--- config.mk ---
export PLATFORM = sky130hd
export DESIGN_NAME = result_drain
export DESIGN_NICKNAME = d
export VERILOG_FILES = /design/src/rtl/mm_pkg.sv /design/src/rtl/drain_fifo2.sv /design/src/rtl/result_drain.sv
export SDC_FILE = /design/constraint.sdc
export NUM_CORES = 1
export LEC_CHECK = 0
export CAP_MARGIN = 30
export CELL_PAD_IN_SITES_DETAIL_PLACEMENT = 1
export CELL_PAD_IN_SITES_GLOBAL_PLACEMENT = 2
export CORE_MARGIN = 5
export CORE_UTILIZATION = 34
export DETAILED_ROUTE_END_ITERATION = 7
export PLACE_DENSITY_LB_ADDON = 0.1
export SETUP_SLACK_MARGIN = 0.02
export SYNTH_ARGS = -nofsm -noshare
export SYNTH_HDL_FRONTEND = slang
export SYNTH_SLANG_ARGS = --single-unit
--- constraint.sdc ---
create_clock -name clk -period 4.03 [get_ports clk]
set_input_delay 0.6045 -clock clk [delete_from_list [all_inputs] [get_ports clk]]
set_output_delay 0.6045 -clock clk [all_outputs]
set_load 0.05 [all_outputs]
--- src/rtl/mm_pkg.sv ---
// Shared sizing, FSM states and FIFO payload for the matrix-multiplier result drain.
package mm_pkg;

  localparam int unsigned DIM    = 8;
  localparam int unsigned IDX_W  = $clog2(DIM);
  localparam int unsigned DATA_W = 19;
  localparam int unsigned ADDR_W = 2 * IDX_W;
  localparam int unsigned CHK_W  = DATA_W + ADDR_W;
  localparam int unsigned N_ELEM = DIM * DIM;

  typedef enum logic [1:0] {
    IDLE  = 2'd0,
    RUN   = 2'd1,
    DRAIN = 2'd2,
    FIN   = 2'd3
  } drain_state_t;

  typedef struct packed {
    logic [DATA_W-1:0] data;
    logic [IDX_W-1:0]  row;
    logic [IDX_W-1:0]  col;
    logic              last;
  } fifo_entry_t;

endpackage

--- src/rtl/drain_fifo2.sv ---
// Two-entry synchronous FIFO carrying result elements with their row/col/last tags.
module drain_fifo2
  import mm_pkg::*;
(
  input  logic        clk,
  input  logic        reset,
  input  logic        i_push,
  input  fifo_entry_t i_din,
  input  logic        i_pop,
  output fifo_entry_t o_dout,
  output logic        o_full,
  output logic        o_empty,
  output logic [1:0]  o_count
);

  fifo_entry_t r_mem [2];
  logic        r_wptr;
  logic        r_rptr;
  logic [1:0]  r_count;
  logic        w_push;
  logic        w_pop;

  assign o_full  = (r_count == 2'd2);
  assign o_empty = (r_count == 2'd0);
  assign o_count = r_count;
  assign o_dout  = r_mem[r_rptr];

  // A push into a full FIFO is honoured only when the head leaves in the same cycle.
  assign w_pop  = i_pop && !o_empty;
  assign w_push = i_push && (!o_full || w_pop);

  always_ff @(posedge clk) begin
    if (!reset) begin
      r_mem[0] <= '0;
      r_mem[1] <= '0;
      r_wptr   <= 1'b0;
      r_rptr   <= 1'b0;
      r_count  <= 2'd0;
    end else begin
      if (w_push) begin
        r_mem[r_wptr] <= i_din;
        r_wptr        <= ~r_wptr;
      end
      if (w_pop) begin
        r_rptr <= ~r_rptr;
      end
      case ({w_push, w_pop})
        2'b10:   r_count <= r_count + 2'd1;
        2'b01:   r_count <= r_count - 2'd1;
        default: r_count <= r_count;
      endcase
    end
  end

endmodule

--- src/rtl/result_drain.sv ---
// Reads the column-major result RAM after the multiplier finishes and streams it
// out (row-major by default) with tags, a last flag and a running signed checksum.
module result_drain
  import mm_pkg::*;
#(
  parameter bit ROW_MAJOR = 1'b1
) (
  input  logic              clk,
  input  logic              reset,
  input  logic              start,
  output logic              busy,
  output logic              done,
  output logic              ram_rd_en,
  output logic [ADDR_W-1:0] ram_addr,
  input  logic [DATA_W-1:0] ram_rd_data,
  output logic              out_valid,
  input  logic              out_ready,
  output logic [DATA_W-1:0] out_data,
  output logic [IDX_W-1:0]  out_row,
  output logic [IDX_W-1:0]  out_col,
  output logic              out_last,
  output logic [CHK_W-1:0]  checksum
);

  drain_state_t      r_state;
  drain_state_t      w_state_nxt;
  logic              r_busy;
  logic              r_done;
  logic [ADDR_W-1:0] r_rd_idx;
  logic              r_pend;
  logic [IDX_W-1:0]  r_pend_row;
  logic [IDX_W-1:0]  r_pend_col;
  logic              r_pend_last;
  logic [CHK_W-1:0]  r_checksum;

  logic [IDX_W-1:0]  w_row;
  logic [IDX_W-1:0]  w_col;
  logic              w_start_acc;
  logic              w_pop;
  logic              w_fifo_full;
  logic              w_fifo_empty;
  logic [1:0]        w_fifo_count;
  logic [2:0]        w_load;
  fifo_entry_t       w_head;
  fifo_entry_t       w_push_entry;

  // Both orders place element (r,c) at address {c,r}; only the index split differs.
  assign w_row    = ROW_MAJOR ? r_rd_idx[ADDR_W-1:IDX_W] : r_rd_idx[IDX_W-1:0];
  assign w_col    = ROW_MAJOR ? r_rd_idx[IDX_W-1:0]      : r_rd_idx[ADDR_W-1:IDX_W];
  assign ram_addr = {w_col, w_row};

  assign w_start_acc = (r_state == IDLE) && start;
  assign w_pop       = !w_fifo_empty && out_ready;

  // Issue only while occupancy after this cycle's pop plus the read in flight leaves a free slot.
  assign w_load    = 3'(w_fifo_count) + 3'(r_pend);
  assign ram_rd_en = (r_state == RUN) && !(w_fifo_full && !w_pop) &&
                     (w_load < (3'd2 + 3'(w_pop)));

  always_comb begin
    w_push_entry      = '0;
    w_push_entry.data = ram_rd_data;
    w_push_entry.row  = r_pend_row;
    w_push_entry.col  = r_pend_col;
    w_push_entry.last = r_pend_last;
  end

  drain_fifo2 u_fifo (
    .clk     (clk),
    .reset   (reset),
    .i_push  (r_pend),
    .i_din   (w_push_entry),
    .i_pop   (w_pop),
    .o_dout  (w_head),
    .o_full  (w_fifo_full),
    .o_empty (w_fifo_empty),
    .o_count (w_fifo_count)
  );

  always_ff @(posedge clk) begin
    if (!reset) begin
      r_state <= IDLE;
      r_busy  <= 1'b0;
      r_done  <= 1'b0;
    end else begin
      r_state <= w_state_nxt;
      r_busy  <= (w_state_nxt == RUN) || (w_state_nxt == DRAIN);
      r_done  <= (w_state_nxt == FIN);
    end
  end

  always_comb begin
    w_state_nxt = r_state;
    case (r_state)
      IDLE:    if (start) w_state_nxt = RUN;
      RUN:     if (ram_rd_en && (r_rd_idx == ADDR_W'(N_ELEM - 1))) w_state_nxt = DRAIN;
      DRAIN:   if (w_pop && w_head.last && (w_fifo_count == 2'd1) && !r_pend) w_state_nxt = FIN;
      FIN:     w_state_nxt = IDLE;
      default: w_state_nxt = IDLE;
    endcase
  end

  // Read pipeline tags and the checksum accumulator.
  always_ff @(posedge clk) begin
    if (!reset) begin
      r_rd_idx    <= '0;
      r_pend      <= 1'b0;
      r_pend_row  <= '0;
      r_pend_col  <= '0;
      r_pend_last <= 1'b0;
      r_checksum  <= '0;
    end else begin
      r_pend      <= ram_rd_en;
      r_pend_row  <= w_row;
      r_pend_col  <= w_col;
      r_pend_last <= (r_rd_idx == ADDR_W'(N_ELEM - 1));
      if (w_start_acc) begin
        r_rd_idx <= '0;
      end else if (ram_rd_en) begin
        r_rd_idx <= r_rd_idx + ADDR_W'(1);
      end
      if (w_start_acc) begin
        r_checksum <= '0;
      end else if (w_pop) begin
        r_checksum <= r_checksum + {{(CHK_W - DATA_W){w_head.data[DATA_W-1]}}, w_head.data};
      end
    end
  end

  assign busy      = r_busy;
  assign done      = r_done;
  assign checksum  = r_checksum;
  assign out_valid = !w_fifo_empty;
  assign out_data  = out_valid ? w_head.data : '0;
  assign out_row   = out_valid ? w_head.row  : '0;
  assign out_col   = out_valid ? w_head.col  : '0;
  assign out_last  = out_valid && w_head.last;

endmodule

==> results.ini, run 1 <==
[sta]
setup_violations = 0
period_minus_slack_ns = 3.40
drv_slew = 0
relSlewSlack_pct = 62.1
timing.final.crit_share_pct = 84.3
fmax_mhz = 294
rsz0062_at_grt = false
hold_violations = 0
finClkSkew_ns = 0.0109
finalSetupTns_ns = 0
worst_pin_slew_ns = 0.567

[worst_setup_path]
required_ns = 4.28
worstPathCellList = buf_4 > mux2i_1 > inv_1 > ha_1 > nand4_1 > nor2_1 > a221oi_1 > o21ai_0 > o211a_1 > or3_1 > a32o_1
worstPathMaxFanout = 15
cp-start-kind = flip-flop
critPathArrivalTime_ns = 3.65
critPathKind = reg -> reg
crit_buf_inv = 2
max_stage_delay_ns = 0.46
slowest_stage = dfxtp_1
path_delay_family = compound AO/OA/AOI/OAI gates
cp-end-kind = flip-flop

[synth]
synth_top_area_share_pct = 28.8
synth-warning-count = 0
synth_cells = 536
ys_ff_latch = 100
ys_seq_area_share_pct = 46.5
synth_edf_count = 52
synth_top_area_cell = edfxtp_1
synth_area_leaders = edfxtp_1 29%, dfxtp_1 18%, and2_1 11%, ha_1 7.4%, mux2_2 3.7%
ys.flop_type = edfxtp_1
synth_cell_type_count = 53
syn-cell-area_mm2 = 0.00543
ys_async_sr_fraction_pct = 0
synth_area_per_cell_um2 = 10.1
syn_nets = 592

[drt]
vias = 4142
drt_iter0_drc = 166
wirelength_mm = 14.7
wl_per_cell_um = 17.5
drtPass1Iterations = 4
drc_errors = 0
via_per_inst = 4.92
antenna_left = 0

[cts]
post_cts_buffers = 0
clock-root-buffer = clkbuf_16
cts_sinks = 100
cts_resized = 0
cts_hold_buf = 0
cts_max_path_buffers = 2
clk_latency_ns = 0.36
cts-buffers-inserted = 9
h-tree-depth = 3
cts_tree = done
clkSlewWorstSetupHoldPaths_ns = 0.08

[cells_and_area]
finalNetCount = 677
drive_gt1_share_pct = 9.11
antennaDiodeCount = 0
syn2layout_area_growth_pct = 26.6
final_common_cell = and2_1
final_cell_mix = 92 x and2_1, 82 x clkdlybuf4s50_1, 52 x edfxtp_1, 48 x nand2_1, 48 x dfxtp_1
fillers = 1784
final_util_pct = 43.6
final-instance-count-excl-fill = 842

[global_route]
grt_max_degree = 27
antenna_found_initial = 0
grt_pass1_wl_mm = 23.9
grt_usage_pct = 16.5
grt_pass1_vias = 4499
gr-total-overflow = 0

[place]
hpwl_mm = 11.1
placed_cells = 826
gp_congestion = 0.780
numPortBuffers = 83

[floorplan]
num_io_pins = 84
die_w_um = 136
dieArea_mm2 = 0.0186
fp.dieH_um = 136
core_mm2 = 0.0158
fp-row-count = 46
initial_core_util_pct = 34.4

[power]
clkPwrFrac_pct = 24.9
p_comb_share_pct = 41.5
swShare_pct = 41.0
internal_power_mw = 2.15
ir_worst_vdd_v = 0.000252
seqPwrFrac_pct = 33.6
p_total_mw = 3.65
powerDensity_mw_per_mm2 = 530
switchingPower_mw = 1.49
p_leak_nw = 2.72

[outcome]
status = finished, final reports clean

[flow_run]
cap_violations = 0

[worst_hold_path]
hold_path.class = reg -> reg

-- area by class of cell --
type / instances / area [um2] / area share, %
clock buffer: 9 / 225 / 3.28
clock inverter: 7 / 93.8 / 1.37
inverter: 17 / 63.8 / 0.928
multi-input combinational: 398 / 2770 / 40.3
sequential: 100 / 2520 / 36.7
tap: 216 / 270 / 3.93
timing repair buffer: 95 / 931 / 13.5
-- per-stage QoR --
stage | setup WS, ns | hold slack [ns] | instance area [um2]
4_1_cts | 0.633 | 0.484 | 6870
2_1_floorplan | 0.411 | 0.497 | 5430
3_3_place_gp | 0.798 | 0.466 | 6560
5_1_grt | 0.427 | 0.503 | 6870
3_5_place_dp | 0.661 | 0.473 | 6560
6_report | 0.634 | 0.475 | 6870
-- power groups by stage --
stage / clock network, mW / logic (mW) / registers [mW]
final: 0.908 / 1.51 / 1.22
after global placement: 0 / 1.52 / 1.24
after detailed placement: 0 / 1.53 / 1.25
after floorplan: 0 / 0.960 / 1.32
after CTS: 0.939 / 1.53 / 1.23
after global routing: 0.978 / 1.63 / 1.24
-- registers in the layout (all words and copies together), names as in the netlist, named ones only --
register,count
u_fifo.r_mem,52
checksum,25
r_rd_idx,6
r_pend_col,3
r_pend_row,3
r_state,2
u_fifo.o_count,2
busy,1
done,1
r_pend,1
r_pend_last,1
u_fifo.r_rptr,1
u_fifo.r_wptr,1
-- cell usage after synthesis (3+ instances only) --
| cell | count |
|---|---|
| o21ai_1 | 8 |
| nor2_1 | 34 |
| o21a_1 | 3 |
| xnor2_1 | 17 |
| o31ai_1 | 3 |
| a21o_1 | 11 |
| ha_1 | 32 |
| nand3_1 | 16 |
| o21ai_0 | 7 |
| xor2_1 | 7 |
| mux2_2 | 18 |
| nand2_1 | 48 |
| nand2b_1 | 3 |
| a21oi_1 | 32 |
| clkbuf_1 | 19 |
| dfxtp_1 | 48 |
| a31oi_1 | 3 |
| edfxtp_1 | 52 |
| a2111o_1 | 3 |
| and3_1 | 6 |
| or3_1 | 3 |
| a211oi_1 | 4 |
| mux2i_1 | 12 |
| inv_1 | 16 |
| nand4_1 | 6 |
| and2_1 | 92 |
-- final timing paths --
kind | startpoint | endpoint | slack [ns] | depth (start not counted)
worst max register to register | flip-flop | checksum[22] | 0.63 | 11
worst max-delay path | flip-flop | checksum[22] | 0.63 | 11
worst min register to register | checksum[24] | checksum[24] | 0.47 | 2
worst min-delay path | checksum[24] | checksum[24] | 0.47 | 2
-- worst register-to-register path, cell delays in order, from the launching register on --
cell      delay, ns
dfxtp_1        0.46
buf_4          0.29
mux2i_1        0.38
inv_1          0.24
ha_1           0.43
nand4_1        0.19
nor2_1         0.07
a221oi_1       0.25
o21ai_0        0.16
o211a_1        0.28
or3_1          0.31
a32o_1         0.24
-- per-layer routing --
layer / track usage (%) / up-vias / share of wire, %
met2: 28.2 / 50 / 48
met5: 0 / - / 0
met1: 21.2 / 2014 / 47
met4: 4.70 / 0 / 1.3
met3: 3.29 / 9 / 3.0
li1: - / 2069 / -
-- cells by family (layout without fill, tap and decap cells) --
kind of cell	Yosys count	in the layout	share of synthesized area, %
multiplexers	30	30	5.95
AND/OR/NAND/NOR	216	216	21.3
AO/OA/AOI/OAI	95	95	12.0
adder cells (fa/ha/maj)	33	33	7.74
buffers and inverters	38	128	2.63
flip-flops	100	100	46.5
XOR/XNOR	24	24	3.87
No activity file was read; power rests on OpenSTA's default activity.
==> inputs of run 2 (changes only) <==
- clock period: 4.03 -> 3.23 ns (I/O delays scaled with it)
==> run 2 against run 1 <==
Net effect: non-clock buffer count increased by 8; via count increased by 2.3%; largest power group unchanged; maximum frequency increased by 10%; critical path depth decreased by 1; count of clock-buffer cells in the layout unchanged; sequential power increased by 25%; critical endpoint is now checksum[24].
==> results.ini, run 2 (synthesis gave the netlist of run 1 again) <==
[cells_and_area]
final-instance-count-excl-fill = 850  ; was 842
finalNetCount = 685  ; was 677
final_cell_mix = 92 x and2_1, 80 x clkdlybuf4s50_1, 52 x edfxtp_1, 48 x nand2_1, 47 x dfxtp_1  ; was 92 x and2_1, 82 x clkdlybuf4s50_1, 52 x edfxtp_1, 48 x nand2_1, 48 x dfxtp_1
antennaDiodeCount = 0  ; unchanged
syn2layout_area_growth_pct = 28.0  ; was 26.6%
drive_gt1_share_pct = 10.9  ; was 9.11%
largest_register_ffs = 52  ; unchanged
final_common_cell = and2_1  ; unchanged
top_register = u_fifo.r_mem  ; unchanged

[sta]
finalSetupTns_ns = 0  ; unchanged
worst_pin_slew_ns = 0.518  ; was 0.567 ns
hold_violations = 0  ; unchanged
drv_slew = 0  ; unchanged
finClkSkew_ns = 0.00877  ; was 0.0109 ns
rsz0062_at_grt = false  ; unchanged
fmax_mhz = 324  ; was 294 MHz
setup_violations = 0  ; unchanged
timing.final.crit_share_pct = 95.4  ; was 84.3%
period_minus_slack_ns = 3.08  ; was 3.40 ns
hold-worst-slack_ns = 0.474  ; was 0.475 ns
relSlewSlack_pct = 65.4  ; was 62.1%

[place]
placed_cells = 833  ; was 826
gp_congestion = 0.802  ; was 0.780
hpwl_mm = 11.2  ; was 11.1 mm
numPortBuffers = 83  ; unchanged

[global_route]
grt_pass1_vias = 4433  ; was 4499
antenna_found_initial = 0  ; unchanged
grt_usage_pct = 16.3  ; was 16.5%
grt_max_degree = 28  ; was 27
grt_pass1_wl_mm = 23.7  ; was 23.9 mm
gr-total-overflow = 0  ; unchanged

[worst_setup_path]
worstPathMaxFanout = 7  ; was 15
cp-end-kind = flip-flop  ; unchanged
required_ns = 3.52  ; was 4.28 ns
critPathKind = reg -> reg  ; unchanged
critPathArrivalTime_ns = 3.37  ; was 3.65 ns
cp-start-kind = flip-flop  ; unchanged

[drt]
antenna_left = 0  ; unchanged
drc_errors = 0  ; unchanged
wl_per_cell_um = 17.5  ; about the same
wirelength_mm = 14.9  ; was 14.7 mm
drtPass1Iterations = 4  ; unchanged
drt_iter0_drc = 200  ; was 166
vias = 4238  ; was 4142
via_per_inst = 4.99  ; was 4.92

[cts]
clk_latency_ns = 0.36  ; about the same
cts_sinks = 100  ; unchanged
cts-buffers-inserted = 9  ; unchanged
cts_hold_buf = 0  ; unchanged
cts_max_path_buffers = 2  ; unchanged
clock-root-buffer = clkbuf_16  ; unchanged
cts_tree = done  ; unchanged
clkSlewWorstSetupHoldPaths_ns = 0.08  ; about the same
h-tree-depth = 3  ; unchanged

[floorplan]
initial_core_util_pct = 34.4  ; unchanged
num_io_pins = 84  ; unchanged
fp-row-count = 46  ; unchanged
die_w_um = 136  ; unchanged
dieArea_mm2 = 0.0186  ; unchanged
core_mm2 = 0.0158  ; unchanged
fp.dieH_um = 136  ; unchanged

[worst_hold_path]
hold_path.class = reg -> reg  ; unchanged

[outcome]
status = finished, final reports clean  ; unchanged

[power]
ir_worst_vdd_v = 0.000264  ; was 0.000252 V
p_leak_nw = 2.76  ; was 2.72 nW
powerDensity_mw_per_mm2 = 664  ; was 530 mW/mm2

[flow_run]
cap_violations = 0  ; unchanged

==> run 2: changes by cell type in the layout (fill, tap and decap cells not counted), sizes merged <==
cell           delta
clkdlybuf4s50     -2
buf              +10
bufinv            +1
clkinv            -3
inv               +2
==> run 2: per-layer routing <==
metal | GRT usage, % | vias to the layer above | share of wire [%]
met4 | 5.49 | 0 | 1.6
met1 | 21.5 | 2075 | 46
li1 | - | 2076 | -
met5 | 0 | - | 0
met2 | 26.9 | 70 | 48
met3 | 3.18 | 17 | 3.8
==> run 2: worst paths after layout <==
kind	from	endpoint	slack (ns)	cells past startpoint
worst min register to register	checksum[20]	checksum[20]	0.47	2
worst max-delay path	flip-flop	checksum[24]	0.15	10
worst max register to register	flip-flop	checksum[24]	0.15	10
worst min-delay path	checksum[20]	checksum[20]	0.47	2
==> run 2: repair_timing <==
action | in CTS | in global routing
endpoints found under the setup margin | 0 | 2
gates resized for setup | 0 | 5
setup buffers | 0 | 1
==> run 2: through the flow <==
| step | power [mW] | utilization [%] | worst slack [ns] | cell area [um2] |
|---|---|---|---|---|
| after floorplan | 2.84 | - | 0.146 | 5430 |
| after global placement | 3.47 | 41.9 | 0.142 | 6620 |
| after detailed placement | 3.50 | 41.9 | 0.0972 | 6620 |
| after CTS | 4.66 | 43.9 | 0.0728 | 6920 |
| after global routing | 4.87 | 44.1 | 0.0295 | 6950 |
| final | 4.62 | 44.1 | 0.147 | 6950 |
==> run 2: layout make-up <==
cell class / instances / area, um2
multi-input combinational: 398 / 2790
clock buffer: 9 / 225
fill: 1807 / 8820
clock inverter: 7 / 80.1
tap: 216 / 270
sequential: 100 / 2520
timing repair buffer: 103 / 1000
inverter: 17 / 63.8
==> run 2: power breakdown <==
group          internal, mW  switching, mW
registers              1.45         0.0716
clock network         0.616          0.536
logic                 0.707           1.23
==> run 2: worst max-delay path, cell delays in order (launching register included) <==
cell      delay [ns]
dfxtp_2         0.35
buf_4           0.16
mux2_2          0.38
ha_1            0.39
and3_1          0.23
a221oi_4        0.08
o211a_4         0.29
o31a_2          0.38
o31ai_2         0.29
mux2i_1         0.27
mux2i_1         0.19
==> inputs of run 3 (changes only) <==
- CELL_PAD_IN_SITES_DETAIL_PLACEMENT: 1 -> unset
- CELL_PAD_IN_SITES_GLOBAL_PLACEMENT: 2 -> unset
- CORE_UTILIZATION: 34 -> 51
- PLACE_DENSITY: unset -> 0.76
- PLACE_DENSITY_LB_ADDON: 0.1 -> unset
- SLEW_MARGIN: unset -> 20
==> run 3 against run 2 <==
Net effect: final cell count is 9.8% lower; routed wire length is 16% lower; largest cell class unchanged; count of clock-buffer cells in the layout stayed put; critical path type unchanged; combinational power is 3% lower; cell area is 3.3% lower; die area is 31% lower; utilization is 21 points higher; maximum frequency is 0.71% lower; setup slack worse by 0.022 ns; sequential power hardly changed; critical path depth stayed put; sequential share of layout area is 1.2 points higher.
==> results.ini, run 3 (synthesis gave the netlist of run 1 again) <==
[cts]
clock-root-buffer = clkbuf_8  ; was clkbuf_16
cts_hold_buf = 0  ; unchanged
cts_tree = done  ; unchanged
cts_resized = 0  ; unchanged
cts_max_path_buffers = 2  ; unchanged
clk_latency_ns = 0.38  ; was 0.36 ns
cts-buffers-inserted = 9  ; unchanged
post_cts_buffers = 0  ; unchanged
clkSlewWorstSetupHoldPaths_ns = 0.11  ; was 0.08 ns
cts_sinks = 100  ; unchanged
h-tree-depth = 3  ; unchanged

[cells_and_area]
final_util_pct = 64.8  ; was 44.1%
antennaDiodeCount = 0  ; unchanged
top_register = u_fifo.r_mem  ; unchanged
final-instance-count-excl-fill = 767  ; was 850
finalNetCount = 682  ; was 685
largest_register_ffs = 52  ; unchanged
drive_gt1_share_pct = 9.83  ; was 10.9%
fillers = 860  ; was 1807
syn2layout_area_growth_pct = 23.8  ; was 28.0%
final_cell_mix = 92 x and2_1, 82 x clkdlybuf4s50_1, 52 x edfxtp_1, 48 x nand2_1, 48 x dfxtp_1  ; was 92 x and2_1, 80 x clkdlybuf4s50_1, 52 x edfxtp_1, 48 x nand2_1, 47 x dfxtp_1
final_common_cell = and2_1  ; unchanged

[worst_setup_path]
max_stage_delay_ns = 0.45  ; was 0.39 ns
cp.depth = 10  ; unchanged
slowest_stage = fa_1  ; was ha_1
r2r_slack_ns = 0.13  ; was 0.15 ns
required_ns = 3.51  ; was 3.52 ns
critPathKind = reg -> reg  ; unchanged
cp-start-kind = flip-flop  ; unchanged
critPathArrivalTime_ns = 3.39  ; was 3.37 ns
cp-end-kind = flip-flop  ; unchanged
worstPathCellList = buf_4 > mux2_2 > fa_1 > a21o_1 > a221oi_4 > o211a_4 > nor4b_2 > o211a_1 > or3_1 > a32o_1  ; was buf_4 > mux2_2 > ha_1 > and3_1 > a221oi_4 > o211a_4 > o31a_2 > o31ai_2 > mux2i_1 > mux2i_1
r2r-end = checksum[22]  ; was checksum[24]
crit_buf_inv = 1  ; unchanged
worstPathMaxFanout = 8  ; was 7
reg2regPathDepth = 10  ; unchanged
crit_end = checksum[22]  ; was checksum[24]
path_delay_family = compound AO/OA/AOI/OAI gates  ; unchanged

[drt]
drtPass1Iterations = 4  ; unchanged
via_per_inst = 5.45  ; was 4.99
wirelength_mm = 12.5  ; was 14.9 mm
wl_per_cell_um = 16.3  ; was 17.5 um
drt_iter0_drc = 272  ; was 200
antenna_left = 0  ; unchanged
vias = 4178  ; was 4238
drc_errors = 0  ; unchanged

[floorplan]
dieArea_mm2 = 0.0128  ; was 0.0186 mm2
fp.dieH_um = 113  ; was 136 um
initial_core_util_pct = 52.4  ; was 34.4%
core_mm2 = 0.0104  ; was 0.0158 mm2
die_w_um = 113  ; was 136 um
fp-row-count = 37  ; was 46
num_io_pins = 84  ; unchanged

[power]
ir_worst_vdd_v = 0.000441  ; was 0.000264 V
p_total_mw = 4.20  ; was 4.62 mW
p_leak_nw = 2.70  ; was 2.76 nW
powerDensity_mw_per_mm2 = 624  ; was 664 mW/mm2

[sta]
timing.final.crit_share_pct = 96.1  ; was 95.4%
drv_slew = 0  ; unchanged
rsz0062_at_grt = true  ; was false
hold_violations = 0  ; unchanged
fmax_mhz = 322  ; was 324 MHz
finClkSkew_ns = 0.0156  ; was 0.00877 ns
period_minus_slack_ns = 3.10  ; was 3.08 ns
fin_ws_ns = 0.125  ; was 0.147 ns
relSlewSlack_pct = 59.3  ; was 65.4%
finalSetupTns_ns = 0  ; unchanged
worst_pin_slew_ns = 0.609  ; was 0.518 ns
setup_violations = 0  ; unchanged

[place]
hpwl_mm = 9.42  ; was 11.2 mm
numPortBuffers = 83  ; unchanged
post-place-ws_ns = 0.138  ; was 0.0972 ns
gp_congestion = 0.907  ; was 0.802
placed_cells = 751  ; was 833

[flow_run]
cap_violations = 0  ; unchanged

[outcome]
status = finished, final reports clean  ; unchanged

[global_route]
gr-total-overflow = 0  ; unchanged
grt_max_degree = 26  ; was 28
grt_usage_pct = 20.1  ; was 16.3%
antenna_found_initial = 0  ; unchanged
grt_pass1_wl_mm = 20.7  ; was 23.7 mm
grt_pass1_vias = 4159  ; was 4433

[worst_hold_path]
hold_path.class = reg -> reg  ; unchanged

-- run 3: where the power goes --
group / switching, mW / total [mW] / leakage [nW] / internal, mW
Combinational: 1.19 / 1.89 / 1.67 / 0.695
Sequential: 0.0715 / 1.52 / 0.931 / 1.45
Clock: 0.481 / 0.784 / 0.101 / 0.303
Total: 1.75 / 4.20 / 2.70 / 2.45
-- run 3: routing by layer --
metal	GRT usage (%)	routed length (um)
met2	34.3	6080
met5	0	0
met4	5.93	201
met1	25.8	5510
met3	4.01	716
-- run 3: layout make-up --
| cell class | count | area [um2] | area share, % |
|---|---|---|---|
| clock buffers | 9 | 124 | 1.84 |
| clock inverters | 7 | 70.1 | 1.04 |
| inverters | 17 | 63.8 | 0.949 |
| multi-input cells | 398 | 2790 | 41.5 |
| flip-flops and latches | 100 | 2520 | 37.5 |
| well taps | 136 | 170 | 2.53 |
| repair buffers | 100 | 981 | 14.6 |
-- run 3: tightest hold or removal path: cells and delay by family, from the launching register on --
family | cells | cell delay (ns)
flops | 1 | 0.34
compound gates | 1 | 0.05
simple gates | 1 | 0.05
-- run 3: worst min-delay path by stage --
stage / start / end / depth (start not counted)
3_5_place_dp: checksum[18] / checksum[18] / 2
4_1_cts: checksum[18] / checksum[18] / 2
6_report: checksum[18] / checksum[18] / 2
5_1_grt: checksum[18] / checksum[18] / 2
3_3_place_gp: checksum[20] / checksum[20] / 2
2_1_floorplan: r_pend_last / u_fifo.r_mem[0][0] / 1
-- run 3: per-stage QoR --
stage,cell area [um2],hold slack [ns]
2_1_floorplan,5430,0.497
3_3_place_gp,6500,0.456
3_5_place_dp,6500,0.462
4_1_cts,6700,0.477
5_1_grt,6720,0.492
6_report,6720,0.476
